**config.mk**
```make
export PLATFORM = sky130hd
export DESIGN_NAME = skid_buffer_sync_rst_n
export DESIGN_NICKNAME = d
export VERILOG_FILES = /design/src/rtl/ff_pkg.sv /design/src/rtl/dff_sync_rst_n.sv /design/src/rtl/skid_buffer_sync_rst_n.sv
export SDC_FILE = /design/constraint.sdc
export NUM_CORES = 1
export LEC_CHECK = 0
export CAP_MARGIN = 20
export CORE_AREA = 3 3 40 42
export CTS_BUF_LIST = sky130_fd_sc_hd__clkbuf_2 sky130_fd_sc_hd__clkbuf_4 sky130_fd_sc_hd__clkbuf_8
export CTS_CLUSTER_SIZE = 12
export DETAILED_ROUTE_END_ITERATION = 10
export DIE_AREA = 0 0 43 45
export PLACE_DENSITY = 0.73
export SLEW_MARGIN = 20
export SYNTH_ARGS = -nofsm -noshare
export SYNTH_HDL_FRONTEND = slang
export SYNTH_SLANG_ARGS = --single-unit
export TNS_END_PERCENT = 50
```
**constraint.sdc**
```tcl
create_clock -name clk -period 1.1 [get_ports clk]
set_input_delay 0.11 -clock clk [delete_from_list [all_inputs] [get_ports clk]]
set_output_delay 0.11 -clock clk [all_outputs]
set_load 0.005 [all_outputs]
```
**src/rtl/ff_pkg.sv**
```systemverilog
// Shared types for the skid buffer: controller state encoding and occupancy codes.
package ff_pkg;

    typedef enum logic [1:0] {
        EMPTY = 2'd0,
        BUSY  = 2'd1,
        FULL  = 2'd2
    } skid_state_t;

    localparam logic [1:0] OCC_EMPTY = 2'd0;
    localparam logic [1:0] OCC_BUSY  = 2'd1;
    localparam logic [1:0] OCC_FULL  = 2'd2;

endpackage

```
**src/rtl/dff_sync_rst_n.sv**
```systemverilog
// Enable-gated register with synchronous active-low clear.
module dff_sync_rst_n #(
    parameter int WIDTH = 4
) (
    input  logic             clk,
    input  logic             sync_rst_n,
    input  logic             en,
    input  logic [WIDTH-1:0] d,
    output logic [WIDTH-1:0] q
);

    always_ff @(posedge clk) begin
        if (!sync_rst_n) begin
            q <= '0;
        end else if (en) begin
            q <= d;
        end
    end

endmodule

```
**src/rtl/skid_buffer_sync_rst_n.sv**
```systemverilog
// Two-entry valid/ready skid buffer; in_ready is a flop so upstream never sees
// a combinational path from out_ready.
module skid_buffer_sync_rst_n
    import ff_pkg::*;
#(
    parameter int WIDTH = 4
) (
    input  logic             clk,
    input  logic             sync_rst_n,
    input  logic             flush,
    input  logic             in_valid,
    output logic             in_ready,
    input  logic [WIDTH-1:0] in_data,
    output logic             out_valid,
    input  logic             out_ready,
    output logic [WIDTH-1:0] out_data,
    output logic [1:0]       occupancy
);

    skid_state_t      state_q;
    skid_state_t      state_d;
    logic             in_ready_q;
    logic             in_fire;
    logic             out_fire;
    logic             main_en;
    logic             skid_en;
    logic [WIDTH-1:0] main_d;
    logic [WIDTH-1:0] main_q;
    logic [WIDTH-1:0] skid_q;

    assign in_fire  = in_valid & in_ready_q;
    assign out_fire = out_valid & out_ready;
    assign in_ready = in_ready_q;
    assign out_data = main_q;

    always_ff @(posedge clk) begin
        if (!sync_rst_n) begin
            state_q    <= EMPTY;
            in_ready_q <= 1'b0;
        end else begin
            state_q    <= state_d;
            in_ready_q <= (state_d != FULL);
        end
    end

    // Flush wins over any load: a beat arriving in the flush cycle is dropped.
    always_comb begin
        state_d = state_q;
        main_en = 1'b0;
        skid_en = 1'b0;
        main_d  = in_data;
        if (flush) begin
            state_d = EMPTY;
        end else begin
            case (state_q)
                EMPTY: begin
                    if (in_fire) begin
                        state_d = BUSY;
                        main_en = 1'b1;
                    end
                end
                BUSY: begin
                    if (in_fire && out_fire) begin
                        main_en = 1'b1;
                    end else if (in_fire) begin
                        state_d = FULL;
                        skid_en = 1'b1;
                    end else if (out_fire) begin
                        state_d = EMPTY;
                    end
                end
                FULL: begin
                    if (out_fire) begin
                        state_d = BUSY;
                        main_en = 1'b1;
                        main_d  = skid_q;
                    end
                end
                default: state_d = EMPTY;
            endcase
        end
    end

    always_comb begin
        out_valid = (state_q != EMPTY);
        case (state_q)
            BUSY:    occupancy = OCC_BUSY;
            FULL:    occupancy = OCC_FULL;
            default: occupancy = OCC_EMPTY;
        endcase
    end

    dff_sync_rst_n #(.WIDTH(WIDTH)) u_main (
        .clk        (clk),
        .sync_rst_n (sync_rst_n),
        .en         (main_en),
        .d          (main_d),
        .q          (main_q)
    );

    dff_sync_rst_n #(.WIDTH(WIDTH)) u_skid (
        .clk        (clk),
        .sync_rst_n (sync_rst_n),
        .en         (skid_en),
        .d          (in_data),
        .q          (skid_q)
    );

endmodule

```
Word level (Yosys, flattened, before mapping) --
Index checks and enable logic that the tools add are counted.
Cells by class: equal/unequal tests 3, muxes and demuxes 19, bitwise operators 2, reductions and logical operators 3
Operators with widths (number):
- $mux 2 | 6
- $mux 4 | 3
- $mux 1 | 7
- $pmux 2 s3 | 1
- $pmux 2 s2 | 1
- $pmux 1 s3 | 1
- $and 1x1->1 | 2
- $eq 2x1->1 const B | 1
- $eq 2x2->1 const B | 1
- $logic_not 2->1 | 1
- $ne 2x2->1 const B | 1
- $reduce_bool 2->1 | 1
- $logic_and 1x1->1 | 1
Storage, ports and cells: register bits after elaboration 11, input bits 9, output and inout bits 8

Depth between registers and ports, before layout --
word-level depth 8, mapped depth 5

Cells and area by module --
Synthesis repeated with hierarchy kept, for this count alone.
Unflattened totals: cells, all modules 53, area, all modules 566.8 um^2
Modules (own cells, without submodules):
- dff_sync_rst_n | times used 2, cells each 13, area each 156.4 um^2, sequential area each 80.1 um^2
- skid_buffer_sync_rst_n | times used 1, cells each 27, area each 254.0 um^2, sequential area each 60.1 um^2

Least setup slack after synthesis --
Ideal clock, no wire load.
kind flip-flop to flip-flop, start point register state_q[1], end point register u_main.q[2], setup time 116 ps, arrival time 1101 ps, data required time 984 ps, setup slack -117 ps, cell stages (with the launch flop) 6, path through dfxtp_1 and4bb_2 clkbuf_2 mux2i_1 nand2_1 o211a_1
On the way: longest elaborated chain between the ends 6, elaborated cells on any way between the ends 13, those cells by class 2 x eq/ne; 7 x mux; 1 x bitwise; 3 x reduce/logical
RTL lines:
- start: declaration | RTL line skid_buffer_sync_rst_n.sv:20 | skid_state_t state_q;
- start signal: assignment | RTL line skid_buffer_sync_rst_n.sv:41 | state_q <= state_d;
- $reduce_bool 2->1 | RTL line skid_buffer_sync_rst_n.sv:85 | out_valid = (state_q != EMPTY);
- $and 1x1->1 | RTL line skid_buffer_sync_rst_n.sv:32 | assign out_fire = out_valid & out_ready;
- $logic_and 1x1->1 | RTL line skid_buffer_sync_rst_n.sv:63 | if (in_fire && out_fire) begin
- $mux 1 | RTL line skid_buffer_sync_rst_n.sv:63
- $pmux 1 s3 | RTL line skid_buffer_sync_rst_n.sv:55 | case (state_q)
- $mux 1 | RTL line skid_buffer_sync_rst_n.sv:52 | if (flush) begin
- end signal: assignment | RTL line dff_sync_rst_n.sv:14 | q <= '0;
- end signal: assignment | RTL line dff_sync_rst_n.sv:16 | q <= d;
- end: declaration | RTL line dff_sync_rst_n.sv:9 | output logic [WIDTH-1:0] q
Several ways; a longest one is shown, not always the timed one. A chain may end at the register's enable or synchronous reset.

Final worst setup path --
start point register state_q[1], end point register u_main.q[1]
The elaborated chain is that of the path after synthesis.

==> impl_results.md <==
- Outcome: finished, violations left
- Failing checks: setup timing
- Switch share: 23.1%
- Min Tclk post-route: 1.24 ns
- Via/cell ratio: 5.31
- Synth-to-Final Area Change: 57.6%
- Number of synthesized register bits: 11
- Critical Path Sink Type: register
- Clock root cell: clkbuf_4
- Max Clock Freq: 805 MHz
- Largest net degree at the start of global routing: 9
- Starting Density: 40.9%
- R2R depth: 4
- Routed Wire Length: 1190 um
- Cell area power density: 1030 nW/um^2
- Pleak: 0.380 nW
- Final cell count without fillers: 93
- Cell variety after synth: 23
- Synth top area share: 41.9%
- Hold path depth: 4
- Row Count: 13
- Maxcap violations: 0
- Crit Path Max Fanout: 8
- Layout cells sized above 1: 32.1%
- First-pass GRT wire length: 2130 um
- CTS tree: done
- RR Startpoint: state_q[1]
- Post-synth ARST share: 0%
- Syn Inst Count: 51
- Slew margin rel.: 82.1%
- Hold endpoint: state_q[0]
- Cell internal pwr: 0.658 mW
- Die Width: 43 um
- Die area: 1940 sq um
- Synth warn: 0
- Hold Vio Cnt, Final: 0
- Cell taking the most area after synthesis: dfxtp_1
- Synth top area cells: dfxtp_1 42%, mux2i_1 15%, nor2_1 4.3%
- Final ANT Viol Nets: 0
- Req. time, crit path: 1.28 ns
- Post-route DRC: 0
- Worst setup margin: -0.142 ns
- Worst r2r dst: u_main.q[1]
- Startpoint types: register
- Filler cells: 107
- GR Overflow Total: 0
- Top FF cell, synth: dfxtp_1
- Worst slack at placement: -0.466 ns
- Final setup viols: 14
- Avg Inst Size Synth: 10.3 sq um
- Worst Hold Class: in2reg
- VDD IR max: 0.993 mV
- Vias in the first global route: 489
- Multi-input logic area: 327 sq um
- Initial antenna violation count: 0
- Pins Over Slew Limit: 0
- Worst-Margin Slew: 0.269 ns
- Final period utilization: 113%
- R2r setup slk: -0.14 ns
- Most frequent cell after synthesis: dfxtp_1
- Vias: 494
- Worst min-delay path startpoint: in_valid
- Mapped cell area: 526 sq um
- Gr usage total: 14.8%
- ANT cells: 0
- EDFF count, synth: 0
- Skew-Pair Late Insertion Delay: 0.26 ns
- Kind of critical path: reg2reg
- Max clock buf depth: 2
- Drt wl/cell: 12.8 um
- Fin nets: 88
- Placed cells: 89
- Clock Power Share: 34.6%
- Switching power: 0.197 mW
- I/O Buffers: 16
- Reg area: 229 sq um
- Commonest cells in the netlist: 11 x dfxtp_1, 8 x mux2i_1, 6 x nor2_1, 3 x nand2_1
- Syn Nets: 60
- Worst EP arrival: 1.42 ns
- Clock sink count: 11
- RSZ-0062 raised after global routing: yes
- DRT Pass-1 Iters: 4
- Htree depth: 1
- CTS Buf Count: 3
- Clock skew: 0.000791 ns
- Core area: 1280 sq um
- Gpl congestion: 0.707
- Sequential area share after synthesis: 41.9%
- Post-detail-place hpwl: 870 um
- Reg power frac: 49.1%
- Combinational power share: 16.3%
- Die Ht: 45 um
- 1st-iter DRT viols: 10
- IO Pins: 17
- Worst-path clk slew: 0.07 ns
metal layers:
metal  track usage, %  part of all wire [%]  up-vias  routed length, um
li1                 -                     -      247                  -
met1             18.2                    47      233                564
met2             24.9                    47       12                561
met3             3.98                   4.4        2                 52
met4             5.42                   1.0        0                 12
met5                0                     0        -                  0
critical path, cell delays in order, from the launching register on:
cell and delay, ns:
dfxtp_4 0.37, nand4b_1 0.22, a31oi_4 0.33, nor2_1 0.07
a211oi_1 0.16
area by class of cell:
class | instances | area share [%]
timing repair buffer | 24 | 26.6
tap | 15 | 2.27
sequential | 11 | 27.6
multi-input combinational | 38 | 39.4
inverter | 1 | 0.453
clock buffer | 4 | 3.63
cells by family after synthesis:
| family | share of synthesized area (%) |
|---|---|
| buf+inv | 1.67 |
| mux | 15.2 |
| simple gates | 24.3 |
| flops | 41.9 |
| compound gates | 16.9 |
stage by stage:
stage	hold WS (ns)	power, mW	instance area, sq um	setup TNS, ns	utilization (%)
after CTS	0.350	0.850	801	-0.881	62.3
after floorplan	0.175	0.477	538	-0.351	-
after global placement	0.477	0.571	763	-3.50	59.4
final	0.354	0.855	828	-0.862	64.5
after global routing	0.364	0.899	828	-2.08	64.5
after detailed placement	0.491	0.572	763	-3.69	59.4
how the worst max path moves through the flow:
| stage | from | end | slack [ns] |
|---|---|---|---|
| floorplan | state_q[0] | u_main.q[2] | -0.08 |
| global placement | out_ready | u_main.q[3] | -0.43 |
| detailed placement | out_ready | u_main.q[2] | -0.47 |
| CTS | state_q[0] | u_main.q[2] | -0.16 |
| global route | state_q[1] | u_main.q[0] | -0.24 |
| finish | state_q[1] | u_main.q[1] | -0.14 |
flip-flops by register name, indices dropped and copies added, names as in the netlist:
signal and count:
in_ready 1, state_q 2, u_skid.q 4, u_main.q 4
placed cells by master, fill, tap and decap left out, types with 2 or more instances in the layout:
cell type        netlist  routed
dfxtp_4                0       2
buf_4                  0       6
nand3b_1               2       2
o211a_1                2       2
buf_6                  0       3
nor2_1                 6       6
dlygate4sd2_1          0       6
dfxtp_1               11       8
nand2_1                3       3
clkbuf_4               0       4
mux2i_1                8       8
clkdlybuf4s50_1        0       6
power by group through the flow:
stage | Sequential (mW) | Combinational (mW) | Clock, mW
2_1_floorplan | 0.433 | 0.0444 | 0
3_3_place_gp | 0.432 | 0.139 | 0
3_5_place_dp | 0.432 | 0.140 | 0
4_1_cts | 0.418 | 0.132 | 0.300
5_1_grt | 0.422 | 0.154 | 0.323
6_report | 0.420 | 0.140 | 0.296
what timing repair did:
action,CTS,global route
pin swaps,2,5
setup buffers,0,0
hold buffers,0,0
endpoints found under the setup margin,19,15
resized for setup,24,4
No activity file was read; power rests on OpenSTA's default activity.
